`src/rtl/mem_axi_lite_master_if.sv`:
```
// AXI4-Lite bus bundle between mem_axi_lite_master and its slave.
// Signal names keep the original m_* port names.
interface mem_axi_lite_master_if #(
   parameter int unsigned ADDR_W = 64,
   parameter int unsigned DATA_W = 64
);
   logic [ADDR_W-1:0]   m_awaddr;
   logic                m_awvalid;
   logic                m_awready;
   logic [DATA_W-1:0]   m_wdata;
   logic [DATA_W/8-1:0] m_wstrb;
   logic                m_wvalid;
   logic                m_wready;
   logic [1:0]          m_bresp;
   logic                m_bvalid;
   logic                m_bready;
   logic [ADDR_W-1:0]   m_araddr;
   logic                m_arvalid;
   logic                m_arready;
   logic [DATA_W-1:0]   m_rdata;
   logic [1:0]          m_rresp;
   logic                m_rvalid;
   logic                m_rready;

   modport master (
      output m_awaddr, m_awvalid, m_wdata, m_wstrb, m_wvalid, m_bready,
             m_araddr, m_arvalid, m_rready,
      input  m_awready, m_wready, m_bresp, m_bvalid, m_arready,
             m_rdata, m_rresp, m_rvalid
   );

   modport slave (
      input  m_awaddr, m_awvalid, m_wdata, m_wstrb, m_wvalid, m_bready,
             m_araddr, m_arvalid, m_rready,
      output m_awready, m_wready, m_bresp, m_bvalid, m_arready,
             m_rdata, m_rresp, m_rvalid
   );
endinterface

```
`src/rtl/mem_axi_lite_master.sv`:
```
// Simple memory-request to AXI4-Lite master bridge, one transaction at a time.
// Requests are latched in IDLE; write has priority over read.
module mem_axi_lite_master #(
   parameter int unsigned C_M_AXI_ADDR_WIDTH = 64,
   parameter int unsigned C_M_AXI_DATA_WIDTH = 64
) (
   input  logic                            clk,
   input  logic                            rst,
   input  logic                            mem_ren,
   input  logic                            mem_wen,
   input  logic [C_M_AXI_ADDR_WIDTH-1:0]   mem_addr,
   input  logic [C_M_AXI_DATA_WIDTH-1:0]   mem_wdata,
   input  logic [C_M_AXI_DATA_WIDTH/8-1:0] mem_wmask,
   output logic [C_M_AXI_DATA_WIDTH-1:0]   mem_rdata,
   output logic                            mem_valid,
   output logic                            mem_err,
   mem_axi_lite_master_if.master           m_axi
);
   typedef enum logic [2:0] {
      IDLE,
      WR_ADDR_DATA,
      WR_RESP,
      RD_ADDR,
      RD_DATA,
      DONE
   } state_t;

   state_t                            state_q;
   state_t                            state_d;
   logic [C_M_AXI_ADDR_WIDTH-1:0]     addr_q;
   logic [C_M_AXI_DATA_WIDTH-1:0]     wdata_q;
   logic [C_M_AXI_DATA_WIDTH/8-1:0]   wmask_q;
   logic [C_M_AXI_DATA_WIDTH-1:0]     rdata_q;
   logic [1:0]                        resp_q;
   logic                              aw_done_q;
   logic                              w_done_q;
   logic                              aw_fire;
   logic                              w_fire;

   assign aw_fire = (state_q == WR_ADDR_DATA) && !aw_done_q && m_axi.m_awready;
   assign w_fire  = (state_q == WR_ADDR_DATA) && !w_done_q && m_axi.m_wready;

   always_ff @(posedge clk or posedge rst) begin
      if (rst) state_q <= IDLE;
      else     state_q <= state_d;
   end

   always_comb begin
      state_d = state_q;
      unique case (state_q)
         IDLE: begin
            if (mem_wen)      state_d = WR_ADDR_DATA;
            else if (mem_ren) state_d = RD_ADDR;
         end
         WR_ADDR_DATA: begin
            if ((aw_done_q || aw_fire) && (w_done_q || w_fire)) state_d = WR_RESP;
         end
         WR_RESP: if (m_axi.m_bvalid)  state_d = DONE;
         RD_ADDR: if (m_axi.m_arready) state_d = RD_DATA;
         RD_DATA: if (m_axi.m_rvalid)  state_d = DONE;
         DONE:    state_d = IDLE;
         default: state_d = IDLE;
      endcase
   end

   always_comb begin
      m_axi.m_awvalid = 1'b0;
      m_axi.m_wvalid  = 1'b0;
      m_axi.m_bready  = 1'b0;
      m_axi.m_arvalid = 1'b0;
      m_axi.m_rready  = 1'b0;
      mem_valid       = 1'b0;
      unique case (state_q)
         WR_ADDR_DATA: begin
            m_axi.m_awvalid = !aw_done_q;
            m_axi.m_wvalid  = !w_done_q;
         end
         WR_RESP: m_axi.m_bready  = 1'b1;
         RD_ADDR: m_axi.m_arvalid = 1'b1;
         RD_DATA: m_axi.m_rready  = 1'b1;
         DONE:    mem_valid       = 1'b1;
         default: ;
      endcase
   end

   assign m_axi.m_awaddr = addr_q;
   assign m_axi.m_araddr = addr_q;
   assign m_axi.m_wdata  = wdata_q;
   assign m_axi.m_wstrb  = wmask_q;
   assign mem_rdata      = rdata_q;
   assign mem_err        = (state_q == DONE) && (resp_q != 2'b00);

   // Each write channel retires on its own handshake; both flags clear in IDLE.
   always_ff @(posedge clk or posedge rst) begin
      if (rst) begin
         addr_q    <= '0;
         wdata_q   <= '0;
         wmask_q   <= '0;
         rdata_q   <= '0;
         resp_q    <= '0;
         aw_done_q <= 1'b0;
         w_done_q  <= 1'b0;
      end else begin
         unique case (state_q)
            IDLE: begin
               aw_done_q <= 1'b0;
               w_done_q  <= 1'b0;
               if (mem_wen) begin
                  addr_q  <= mem_addr;
                  wdata_q <= mem_wdata;
                  wmask_q <= mem_wmask;
               end else if (mem_ren) begin
                  addr_q  <= mem_addr;
               end
            end
            WR_ADDR_DATA: begin
               if (aw_fire) aw_done_q <= 1'b1;
               if (w_fire)  w_done_q  <= 1'b1;
            end
            WR_RESP: if (m_axi.m_bvalid) resp_q <= m_axi.m_bresp;
            RD_DATA: begin
               if (m_axi.m_rvalid) begin
                  rdata_q <= m_axi.m_rdata;
                  resp_q  <= m_axi.m_rresp;
               end
            end
            default: ;
         endcase
      end
   end
endmodule

```
`src/flat_wrapper.sv`:
```
// flat-port wrapper written by rule: the top's interface ports become plain ports
module mem_axi_lite_master_flat 
#(
   parameter int unsigned C_M_AXI_ADDR_WIDTH = 64,
   parameter int unsigned C_M_AXI_DATA_WIDTH = 64
)
  (clk, rst, mem_ren, mem_wen, mem_addr, mem_wdata, mem_wmask, mem_rdata, mem_valid, mem_err, m_axi_m_awaddr, m_axi_m_awvalid, m_axi_m_wdata, m_axi_m_wstrb, m_axi_m_wvalid, m_axi_m_bready, m_axi_m_araddr, m_axi_m_arvalid, m_axi_m_rready, m_axi_m_awready, m_axi_m_wready, m_axi_m_bresp, m_axi_m_bvalid, m_axi_m_arready, m_axi_m_rdata, m_axi_m_rresp, m_axi_m_rvalid);
  mem_axi_lite_master_if #(.ADDR_W((64)), .DATA_W((64))) m_axi_i ();
  input  logic clk;
  input  logic rst;
  input  logic mem_ren;
  input  logic mem_wen;
  input  logic [C_M_AXI_ADDR_WIDTH-1:0] mem_addr;
  input  logic [C_M_AXI_DATA_WIDTH-1:0] mem_wdata;
  input  logic [C_M_AXI_DATA_WIDTH/8-1:0] mem_wmask;
  output logic [C_M_AXI_DATA_WIDTH-1:0] mem_rdata;
  output logic mem_valid;
  output logic mem_err;
  output wire logic [$bits(m_axi_i.m_awaddr)-1:0] m_axi_m_awaddr;
  output wire logic [$bits(m_axi_i.m_awvalid)-1:0] m_axi_m_awvalid;
  output wire logic [$bits(m_axi_i.m_wdata)-1:0] m_axi_m_wdata;
  output wire logic [$bits(m_axi_i.m_wstrb)-1:0] m_axi_m_wstrb;
  output wire logic [$bits(m_axi_i.m_wvalid)-1:0] m_axi_m_wvalid;
  output wire logic [$bits(m_axi_i.m_bready)-1:0] m_axi_m_bready;
  output wire logic [$bits(m_axi_i.m_araddr)-1:0] m_axi_m_araddr;
  output wire logic [$bits(m_axi_i.m_arvalid)-1:0] m_axi_m_arvalid;
  output wire logic [$bits(m_axi_i.m_rready)-1:0] m_axi_m_rready;
  input wire logic [$bits(m_axi_i.m_awready)-1:0] m_axi_m_awready;
  input wire logic [$bits(m_axi_i.m_wready)-1:0] m_axi_m_wready;
  input wire logic [$bits(m_axi_i.m_bresp)-1:0] m_axi_m_bresp;
  input wire logic [$bits(m_axi_i.m_bvalid)-1:0] m_axi_m_bvalid;
  input wire logic [$bits(m_axi_i.m_arready)-1:0] m_axi_m_arready;
  input wire logic [$bits(m_axi_i.m_rdata)-1:0] m_axi_m_rdata;
  input wire logic [$bits(m_axi_i.m_rresp)-1:0] m_axi_m_rresp;
  input wire logic [$bits(m_axi_i.m_rvalid)-1:0] m_axi_m_rvalid;
  assign m_axi_m_awaddr = m_axi_i.m_awaddr;
  assign m_axi_m_awvalid = m_axi_i.m_awvalid;
  assign m_axi_m_wdata = m_axi_i.m_wdata;
  assign m_axi_m_wstrb = m_axi_i.m_wstrb;
  assign m_axi_m_wvalid = m_axi_i.m_wvalid;
  assign m_axi_m_bready = m_axi_i.m_bready;
  assign m_axi_m_araddr = m_axi_i.m_araddr;
  assign m_axi_m_arvalid = m_axi_i.m_arvalid;
  assign m_axi_m_rready = m_axi_i.m_rready;
  assign m_axi_i.m_awready = m_axi_m_awready;
  assign m_axi_i.m_wready = m_axi_m_wready;
  assign m_axi_i.m_bresp = m_axi_m_bresp;
  assign m_axi_i.m_bvalid = m_axi_m_bvalid;
  assign m_axi_i.m_arready = m_axi_m_arready;
  assign m_axi_i.m_rdata = m_axi_m_rdata;
  assign m_axi_i.m_rresp = m_axi_m_rresp;
  assign m_axi_i.m_rvalid = m_axi_m_rvalid;
  mem_axi_lite_master #(.C_M_AXI_ADDR_WIDTH(C_M_AXI_ADDR_WIDTH), .C_M_AXI_DATA_WIDTH(C_M_AXI_DATA_WIDTH)) u_core (.clk(clk), .rst(rst), .mem_ren(mem_ren), .mem_wen(mem_wen), .mem_addr(mem_addr), .mem_wdata(mem_wdata), .mem_wmask(mem_wmask), .mem_rdata(mem_rdata), .mem_valid(mem_valid), .mem_err(mem_err), .m_axi(m_axi_i));
endmodule
```
`config.mk`:
```
export PLATFORM = sky130hd
export DESIGN_NAME = mem_axi_lite_master_flat
export DESIGN_NICKNAME = d
export VERILOG_FILES = /design/src/rtl/mem_axi_lite_master_if.sv /design/src/rtl/mem_axi_lite_master.sv /design/src/flat_wrapper.sv
export SDC_FILE = /design/constraint.sdc
export NUM_CORES = 1
export LEC_CHECK = 0
export CAP_MARGIN = 20
export CORE_AREA = 2 2 189 191
export CTS_CLUSTER_DIAMETER = 200
export DETAILED_ROUTE_END_ITERATION = 10
export DIE_AREA = 0 0 191 193
export MAX_ROUTING_LAYER = met4
export PLACE_DENSITY_LB_ADDON = 0.08
export RECOVER_POWER = 100
export SLEW_MARGIN = 20
export SYNTH_ARGS = -nofsm -noshare
export SYNTH_HDL_FRONTEND = slang
export SYNTH_SLANG_ARGS = --single-unit
```
`constraint.sdc`:
```
create_clock -name clk -period 8.9 [get_ports clk]
set_clock_uncertainty 0.2 [all_clocks]
set_input_delay 2.67 -clock clk [delete_from_list [all_inputs] [get_ports clk]]
set_output_delay 2.67 -clock clk [all_outputs]
set_load 0.01 [all_outputs]
```
==> Word-level counts from Yosys, hierarchy flattened <==
Cells that the tools add are included.
{ "classes": {"n_eq_ne": 12, "n_mux": 22, "n_reduce_logical": 22} }
{ "op_table": {"columns": ["cell", "count"], "rows": [
  ["$mux 64", 2],
  ["$mux 3", 6],
  ["$pmux 3 s5", 1],
  ["$reduce_and 2->1", 5],
  ["$mux 1", 8],
  ["$ne 2x2->1 const B", 4],
  ["$reduce_bool 2->1", 4],
  ["$eq 3x2->1 const B", 2],
  ["$eq 3x3->1 const B", 2],
  ["$logic_and 1x1->1", 6],
  ["$reduce_and 5->1", 1],
  ["$mux 2", 2],
  ["$ne 2x1->1 const B", 2],
  ["$pmux 1 s2", 2],
  ["$pmux 2 s2", 1],
  ["$eq 3x1->1 const B", 1],
  ["$logic_not 3->1", 1],
  ["$ne 3x3->1 const B", 1],
  ["$reduce_and 3->1", 1],
  ["$logic_not 1->1", 2],
  ["$logic_or 1x1->1", 2]
]} }
{ "word_totals": {"ff_bits": 207, "input_bits": 213, "out_inout_bits": 271} }

==> Logic depth before layout (Yosys ltp) <==
{ "depth": {"word_depth": 7, "mapped_depth": 5, "mapped_depth_nobuf": 3} }

==> Least setup slack after synthesis <==
Ideal clock, no wire load.
{ "synth_timing": {"path_kind": "register to output", "from": "register u_core.state_q[0]", "to": "output port mem_err", "arrival_time_ps": 1305, "t_required_ps": 6030, "setup_slack_ps": 4725, "stages_incl_launch_ff": 5, "path_buffers": 1, "cell_sequence": "dfrtp_1 buf_2 inv_1 nor3_1 o21a_1"} }
{ "synth_via": {"elab_chain_len": 2} }
{ "synth_lines": {"columns": ["element", "line_no", "source"], "rows": [
  ["start, declared", "mem_axi_lite_master.sv:28", "state_t state_q;"],
  ["start signal, assigned", "mem_axi_lite_master.sv:45", "else state_q <= state_d;"],
  ["$eq 3x3->1", "mem_axi_lite_master.sv:91", "assign mem_err = (state_q == DONE) && (resp_q != 2'b00);"],
  ["$logic_and 1x1->1", "mem_axi_lite_master.sv:91", null],
  ["end, declared", "flat_wrapper.sv:18", "output logic mem_err;"]
]} }
No other way between the ends.

==> Worst setup path in the final report <==
{ "layout_timing": {"from": "input port mem_wen", "to": "register u_core.wdata_q[20], in the netlist u_core.m_axi.m_wdata[20]"} }
{ "layout_via": {"elab_chain_len": 1} }
{ "layout_lines": {"columns": ["element", "line_no", "source"], "rows": [
  ["start, declared", "flat_wrapper.sv:12", "input logic mem_wen;"],
  ["$reduce_and 2->1 (no line)", null, null],
  ["end signal, assigned", "mem_axi_lite_master.sv:110", "wdata_q <= mem_wdata;"],
  ["end, declared", "mem_axi_lite_master.sv:31", "logic [C_M_AXI_DATA_WIDTH-1:0] wdata_q;"]
]} }
No other way between the ends.
A chain may end at the register's enable or synchronous reset.

==> reports/metrics.csv <==
stage,metric,value,unit
outcome,status,"finished, violations left",
outcome,failed_checks,"max-capacitance violations, max-slew violations",
place,gp_congestion,0.708,
clocking,cts_tree,done,
layout,stdcell_count,1452,
sta,worst_pin_slew,3.70,ns
drt,top_layer,met4,
die,io_pins,484,
grt,grt_max_degree,115,
layout,drive_above_1_share,18.7,%
clocking,clk_latency,0.53,ns
clocking,clkSinkCount,207,
yosys,syn_avg_cell_area,15.7,um2
sta,slew_headroom,-147,%
yosys,ys_types,28,
place,portBuffers,483,
worst_setup_path,crit_fanout,57,
die,start_util,24.2,%
drt,drtPass1Iterations,4,
worst_setup_path,worstSetupPathType,input pin to flip-flop,
place,hpwl,20100,um
clocking,cts_hold_buffers,0,
drt,wl_met2,14100,um
clocking,cts_buffers,26,
worst_setup_path,crit_required,9.09,ns
yosys,synth_seq_area_share,61.1,%
power_and_ir_drop,ir_drop,0.000153,V
die,core_area,35000,um2
drt,wl_met1,9420,um
drt,vias,5898,
yosys,synth_warnings,0,
clocking,htreeDepth,1,
grt,track_usage,14.3,%
worst_setup_path,worstPathArrival,7.09,ns
worst_setup_path,end_kind,flip-flop,
yosys,syn_area,8480,um2
grt,grt_pass1_vias,6239,
drt,viasPerCell,4.06,
sta,slew_violations,164,
drt,wirelength,26800,um
place,dp_slack,3.73,ns
sta,setup_violations,0,
layout,layout_common_cells,"277 x dlygate4sd3_1, 207 x dfrtp_1, 206 x clkdlybuf4s50_1",
clocking,clock-root-buffer,clkbuf_16,
sta,finalHoldViolCount,0,
place,place_inst,1401,
die,rows,69,
clocking,clk_pin_slew,0.06,ns
sta,fin_setup_tns,0,ns
power_and_ir_drop,total_power,5.01,mW
power_and_ir_drop,leakagePower,5.87,nW
grt,overflow,0,
yosys,syn_inst,540,
yosys,syn-num-nets,753,
sta,timing.final.crit_share,77.5,%
drt,first_iter_violations,103,
sta,grt_setup_unrepaired,no,
power_and_ir_drop,power_density,356,nW/um2
die,die_area,36900,um2
clocking,cts_setup_buffers,0,
layout,fin_area,14100,um2
drt,wl_met3,2680,um
place,placed_area,13200,um2
drt,remaining_drc_errors,0,
worst_setup_path,cp-start-kind,input pin,
clocking,clockBufferDepth,3,
drt,final_antenna_net_count,0,
drt,routedWlPerCell,18.4,um
layout,final_nets,1181,
flow_run,cap_violations,3,
sta,layout_min_cycle_time,6.90,ns
sta,fin_ws,2.00,ns
layout,layout_commonest_cell,dlygate4sd3_1,
grt,antenna_found_initial,3,
clocking,cts_resized,0,
grt,grt_pass1_wl,38400,um
yosys,ys_ff_latch,207,
die,die_w,191,um
hold_path,hold_path_class,flip-flop to flip-flop,
sta,fmax,145,MHz
layout,area_growth_syn_to_layout,66.0,%
die,die_h,193,um
==> registers in the layout, indices dropped and copies added, names as in the netlist <==
name and flops:
u_core.aw_done_q 1, u_core.m_axi.m_araddr 64, u_core.m_axi.m_wdata 64, u_core.m_axi.m_wstrb 8, u_core.mem_rdata 64, u_core.resp_q 2
u_core.state_q 3, u_core.w_done_q 1
==> cell usage after synthesis <==
cell / instances / area, um2
o21ai_0: 2 / 10.0
o2bb2ai_1: 1 / 8.76
a221oi_1: 1 / 8.76
nand2b_1: 1 / 6.26
nor3_2: 1 / 10.0
and2_1: 1 / 6.26
nor2_1: 9 / 33.8
buf_4: 64 / 480
mux2_2: 133 / 1500
nor3_1: 2 / 10.0
a211oi_1: 2 / 15.0
nor3_4: 1 / 16.3
a21oi_1: 3 / 15.0
o21a_1: 2 / 15.0
nand2_1: 3 / 11.3
o32ai_1: 1 / 8.76
dfrtp_1: 207 / 5180
nor2b_1: 1 / 6.26
or3_1: 1 / 6.26
buf_6: 15 / 169
mux2_1: 72 / 811
buf_2: 2 / 10.0
buf_8: 6 / 90.1
nand3b_1: 2 / 15.0
o22a_1: 1 / 8.76
nor3b_1: 1 / 7.51
inv_1: 4 / 15.0
clkbuf_1: 1 / 3.75
==> metrics by stage <==
stage,hold WS (ns),util (%)
3_5_place_dp,0.277,37.7
3_3_place_gp,0.269,37.7
5_1_grt,0.294,40.3
4_1_cts,0.288,40.3
6_report,0.278,40.3
2_1_floorplan,0.281,-
==> area by class of cell <==
class / instances / area (um2)
fillers: 3366 / 20900
repair buffers: 488 / 4860
diodes: 3 / 7.51
clock buffers: 39 / 831
flip-flops and latches: 207 / 5180
well taps: 461 / 577
inverters: 4 / 22.5
multi-input cells: 241 / 2520
clock inverters: 9 / 77.6
==> cells by family after synthesis <==
logic type	share of synthesized area [%]
flops	61.1
compound gates	1.06
simple gates	1.52
mux	27.2
buf+inv	9.06
==> worst max-delay path, stage by stage <==
cell	delay, ns
dlygate4sd3_1	0.60
and2_0	0.91
clkbuf_1	2.34
mux2_2	0.49
==> power breakdown <==
group | internal [mW] | switching (mW) | leakage, nW
registers | 1.42 | 0.279 | 2.47
logic | 1.32 | 0.897 | 2.95
clock network | 0.671 | 0.417 | 0.447
total | 3.41 | 1.59 | 5.87
==> layer usage <==
| metal | vias to the layer above | GRT usage, % |
|---|---|---|
| li1 | 2676 | - |
| met1 | 2911 | 14.9 |
| met2 | 277 | 25.4 |
| met3 | 34 | 5.00 |
| met4 | 0 | 4.26 |
| met5 | - | - |
==> path summary, 6_finish.rpt <==
| check | depth (start not counted) | slack [ns] | start | to |
|---|---|---|---|---|
| hold reg to reg | 1 | 0.28 | u_core.m_axi.m_wstrb[4] | u_core.m_axi.m_wstrb[4] |
| min in group asynchronous | 2 | 2.61 | rst | u_core.m_axi.m_wdata[48] |
| hold / removal | 1 | 0.28 | u_core.m_axi.m_wstrb[4] | u_core.m_axi.m_wstrb[4] |
| max in group asynchronous | 3 | 3.25 | rst | u_core.m_axi.m_araddr[29] |
| setup reg to reg | 4 | 3.84 | u_core.state_q[0] | u_core.m_axi.m_wdata[20] |
| setup / recovery | 4 | 2.00 | mem_wen | u_core.m_axi.m_wdata[20] |
Power figures use the tool's default switching activity.
==> variant 1: new RTL, config.mk and constraints unchanged <==
Encoding of `state_t`: now one-hot (6 bits for 6 states).
--- a/src/rtl/mem_axi_lite_master.sv
+++ b/src/rtl/mem_axi_lite_master.sv
@@ -16,13 +16,13 @@
    output logic                            mem_err,
    mem_axi_lite_master_if.master           m_axi
 );
-   typedef enum logic [2:0] {
-      IDLE,
-      WR_ADDR_DATA,
-      WR_RESP,
-      RD_ADDR,
-      RD_DATA,
-      DONE
+   typedef enum logic [5:0] {
+      IDLE         = 6'b000001,
+      WR_ADDR_DATA = 6'b000010,
+      WR_RESP      = 6'b000100,
+      RD_ADDR      = 6'b001000,
+      RD_DATA      = 6'b010000,
+      DONE         = 6'b100000
    } state_t;
 
    state_t                            state_q;
Formal check against the unedited RTL: same outputs for any inputs over 4 cycles, from zero or initial values and one cycle with rst high; so few cycles prove little.
==> variant 1 against the unedited design <==
Die area stayed put; routed wire length is 0.36% higher; setup slack better by 0.56 ns; critical path type unchanged; synthesized area is 3.7% higher; sequential cell count is 3 higher; cell area is 0.79% higher; maximum frequency is 8.8% higher; the run still ends with capacitance limit, slew limit left; total power is 1.0% lower.
==> variant 1: results (changes against the unedited design) <==
status:
  status: "finished with violations"  # unchanged
  violations: "capacitance limit, slew limit"  # unchanged
power:
  p_leak_nw: 6.27  # was 5.87 nW
  vdd_ir_drop_max_mv: 0.182  # was 0.153 mV
grt:
  grt_pass1_vias: 6126  # was 6239
  grt_pass1_wl_mm: 37.8  # was 38.4 mm
  grtUsageTotal: 0.141  # was 0.143
  antenna_found_initial: 4  # was 3
sta:
  finalMaxSlewViolations: 182  # was 164
  worst_pin_slew_ns: 3.73  # was 3.70 ns
  min_period_over_period: 0.712  # was 0.775
placed_design:
  gp_congestion: 0.703  # was 0.708
  pre_cts_slack_ns: 3.78  # was 3.73 ns
  dp.cells: 1414  # was 1401
yosys:
  synth_compound_area_frac: 0.0114  # was 0.0106
  synth_fa_ha_area_frac: 0  # unchanged
  synth_common_cells: "209 x dfrtp_1, 135 x mux2_2, 69 x buf_4, 69 x mux2_4, 10 x buf_2"  # was 207 x dfrtp_1, 133 x mux2_2, 72 x mux2_1, 64 x buf_4, 15 x buf_6
  syn_nets: 766  # was 753
  synth_xor_area_frac: 0.000996  # was 0
  netlist_instances: 553  # was 540
  synth_cell_types: 36  # was 28
  synth-seq-area-share: 0.598  # was 0.611
  ys_seq_elements: 210  # was 207
  synth.area.mux_share: 0.292  # was 0.272
min_path:
  hold_end: "u_core.m_axi.m_wdata[61]"  # was u_core.m_axi.m_wstrb[4]
  hp-start: "u_core.m_axi.m_wdata[61]"  # was u_core.m_axi.m_wstrb[4]
worst_setup_path:
  worstReg2RegStart: "u_core.state_q[4]"  # was u_core.state_q[0]
  crit_arrival_ns: 6.53  # was 7.09 ns
  crit_path_max_fanout: 64  # was 57
  rrSetupSlack_ns: 4.16  # was 3.84 ns
finish:
  drive_above_1_share: 0.188  # was 0.187
  nets: 1194  # was 1181
run:
  max-cap-violations: 3  # unchanged
clocking:
  holdBufCountCts: 0  # unchanged
routing:
  vias: 5990  # was 5898
  wire_per_inst_um: 18.3  # was 18.4 um
  wirelength_mm: 26.9  # was 26.8 mm
  drt_iter0_markers: 137  # was 103
variant 1: cell types whose count changed in the layout (fill, tap and decap cells not counted), moves of 3 or more:
| cell | change |
|---|---|
| clkbuf_1 | +6 |
| mux2_1 | -4 |
| a22o_1 | +3 |
| clkinvlp_4 | -3 |
| nor4_1 | +4 |
variant 1: worst max-delay path by stage:
stage,endpoint,start,cells after the start
floorplan,u_core.aw_done_q,rst,1
global placement,u_core.m_axi.m_wstrb[7],mem_wen,4
detailed placement,u_core.m_axi.m_wstrb[7],mem_wen,4
CTS,m_axi_m_bready,u_core.state_q[1],3
global route,u_core.mem_rdata[49],rst,3
finish,u_core.m_axi.m_araddr[53],mem_wen,5
variant 1: per-layer routing:
layer  track usage  routed length, um
met1         0.156               9990
met2         0.236              13600
met3        0.0548               2830
met4        0.0403                417
met5             -                  0
variant 1: power breakdown:
| part | internal (mW) | total [mW] | switching (mW) | leakage (nW) |
|---|---|---|---|---|
| Clock | 0.614 | 1.03 | 0.415 | 0.420 |
| Combinational | 1.32 | 2.22 | 0.903 | 3.24 |
| Sequential | 1.43 | 1.70 | 0.279 | 2.61 |
| Total | 3.36 | 4.95 | 1.60 | 6.27 |
variant 1: critical path, stage by stage:
cell	delay, ns
dlygate4sd3_1	0.57
nor2_1	0.11
nor2_4	0.10
clkbuf_1	2.49
mux2_2	0.50
variant 1: per-stage QoR:
step,cell area (um^2),hold slack (ns),util
floorplan,8790,0.280,-
global placement,13600,0.287,0.389
detailed placement,13600,0.292,0.389
CTS,14400,0.305,0.413
global route,14200,0.303,0.406
finish,14200,0.285,0.406
variant 1: final cells by class:
type | instances | area share
Inverter | 3 | 0.00132
Timing Repair Buffer | 488 | 0.343
Clock inverter | 6 | 0.00318
Sequential cell | 210 | 0.371
Tap cell | 461 | 0.0407
Clock buffer | 42 | 0.0565
Multi-Input combinational cell | 252 | 0.184
Antenna cell | 4 | 0.000706
variant 1: kinds of logic (layout without fill, tap and decap cells):
logic type,Yosys count,count (layout)
flops,210,210
xor+xnor,1,1
mux,205,205
other cells,0,4
compound gates,14,14
buf+inv,91,539
simple gates,32,32
==> variant 2: new RTL, same flow settings <==
Without the edit above. Put a register stage on the output `mem_err`, with the module's reset. The value now appears one clock later. The other outputs are not delayed to match.
--- a/src/rtl/mem_axi_lite_master.sv
+++ b/src/rtl/mem_axi_lite_master.sv
@@ -88,7 +88,13 @@
    assign m_axi.m_wdata  = wdata_q;
    assign m_axi.m_wstrb  = wmask_q;
    assign mem_rdata      = rdata_q;
-   assign mem_err        = (state_q == DONE) && (resp_q != 2'b00);
+   always_ff @(posedge clk or posedge rst) begin
+      if (rst) begin
+         mem_err <= '0;
+      end else begin
+         mem_err <= (state_q == DONE) && (resp_q != 2'b00);
+      end
+   end
 
    // Each write channel retires on its own handshake; both flags clear in IDLE.
    always_ff @(posedge clk or posedge rst) begin
Formal check against the unedited RTL: not equivalent (a bounded check fails within 4 cycles, from zero or initial values and one cycle with rst high).
==> variant 2 against the unedited design <==
The flow still finishes with violations (capacitance limit, slew limit); routed wire length is 0.59% higher; non-clock buffer count is 2 lower; synthesized area is 1.4% higher; final cell count is 0.14% higher; setup slack better by 0.45 ns; first-iteration DRC count is 19% higher; sequential cell count is 1 higher; cell area stayed put; total power is 1.1% higher; clock power hardly changed; combinational power is 2% higher; largest cell class unchanged; largest power group unchanged; highest routed layer unchanged.
==> variant 2: results (changes against the unedited design) <==
status:
  status: "finished with violations"  # unchanged
  violations: "capacitance limit, slew limit"  # unchanged
routing:
  wl_met1_mm: 9.77  # was 9.42 mm
  vias_per_cell: 4.09  # was 4.06
  dr_wl_met2_mm: 13.5  # was 14.1 mm
  route.met3.wl_mm: 3.24  # was 2.68 mm
  vias: 5941  # was 5898
clocking:
  cts_buffers: 25  # was 26
placed_design:
  hpwl_mm: 20.2  # was 20.1 mm
  dpl_cell_area_mm2: 0.0133  # was 0.0132 mm^2
  gp_congestion: 0.711  # was 0.708
  dp.cells: 1404  # was 1401
power:
  vdd_ir_drop_max_mv: 0.138  # was 0.153 mV
  p_leak_nw: 5.91  # was 5.87 nW
  internal_power_mw: 3.44  # was 3.41 mW
yosys:
  synth_common_cells: "208 x dfrtp_1, 119 x mux2_2, 66 x buf_4, 60 x mux2_1, 22 x mux2_4"  # was 207 x dfrtp_1, 133 x mux2_2, 72 x mux2_1, 64 x buf_4, 15 x buf_6
  synth.area.top_cells: "dfrtp_1 61%, mux2_2 16%, mux2_1 7.9%"  # was dfrtp_1 61%, mux2_2 18%, mux2_1 9.6%
  syn_nets: 759  # was 753
  synth_cell_types: 29  # was 28
  postSynthAreaPerCell_um2: 15.7  # about the same
sta:
  finalMaxSlewViolations: 203  # was 164
  slew_headroom: -1.53  # was -1.47
min_path:
  hp-start: "u_core.mem_rdata[6]"  # was u_core.m_axi.m_wstrb[4]
worst_setup_path:
  worstReg2RegStart: "u_core.state_q[2]"  # was u_core.state_q[0]
  crit_arrival_ns: 6.64  # was 7.09 ns
  crit_path_max_fanout: 64  # was 57
grt:
  grt_pass1_vias: 6294  # was 6239
  use_met3: 0.0610  # was 0.0500
  use_met1: 0.158  # was 0.149
  grt_max_degree: 99  # was 115
  grtUsageTotal: 0.145  # was 0.143
finish:
  drive_above_1_share: 0.168  # was 0.187
run:
  max-cap-violations: 3  # unchanged
[variant 2: power groups by stage]
stage          Clock, mW  Combinational [mW]  Sequential (mW)
2_1_floorplan          0                1.07             1.91
3_3_place_gp           0                2.55             1.76
3_5_place_dp           0                2.56             1.76
4_1_cts             1.13                2.56             1.76
5_1_grt             1.17                2.45             1.79
6_report            1.09                2.26             1.71
[variant 2: area by class of cell]
class / instances / area, um^2
Antenna cell: 4 / 10.0
Clock buffer: 39 / 768
Clock inverter: 7 / 114
Fill cell: 3351 / 20900
Inverter: 4 / 22.5
Multi-Input combinational cell: 245 / 2520
Sequential cell: 208 / 5200
Tap cell: 461 / 577
Timing Repair Buffer: 486 / 4850
[variant 2: critical path, stage by stage]
cell and delay, ns:
dlygate4sd3_1 0.61, o21a_4 0.15, clkbuf_1 2.65, mux2_2 0.50
[variant 2: cells by family (layout without fill, tap and decap cells)]
kind of cell | count (synthesis) | count (layout) | synth area share
buf+inv | 93 | 536 | 0.0912
other cells | 0 | 4 | 0
simple gates | 30 | 30 | 0.0185
flops | 208 | 208 | 0.606
mux | 202 | 202 | 0.274
compound gates | 13 | 13 | 0.0102
[variant 2: stage by stage]
step                      worst slack (ns)  total power, mW  utilization
after floorplan                      0.349             2.98            -
final                                 2.46             5.06        0.403
after CTS                             3.89             5.45        0.405
after global routing                  2.03             5.41        0.403
after global placement                3.98             4.31        0.380
after detailed placement              3.99             4.32        0.380
[variant 2: final timing paths]
check                                            end  slack (ns)  cells past startpoint
max                        u_core.m_axi.m_araddr[39]        2.46                      4
max in group asynchronous       u_core.mem_rdata[28]        4.57                      3
min                              u_core.mem_rdata[6]        0.28                      1
min in group asynchronous   u_core.m_axi.m_wdata[25]        2.58                      2
min reg2reg                      u_core.mem_rdata[6]        0.28                      1
max reg2reg                u_core.m_axi.m_araddr[39]        4.31                      4
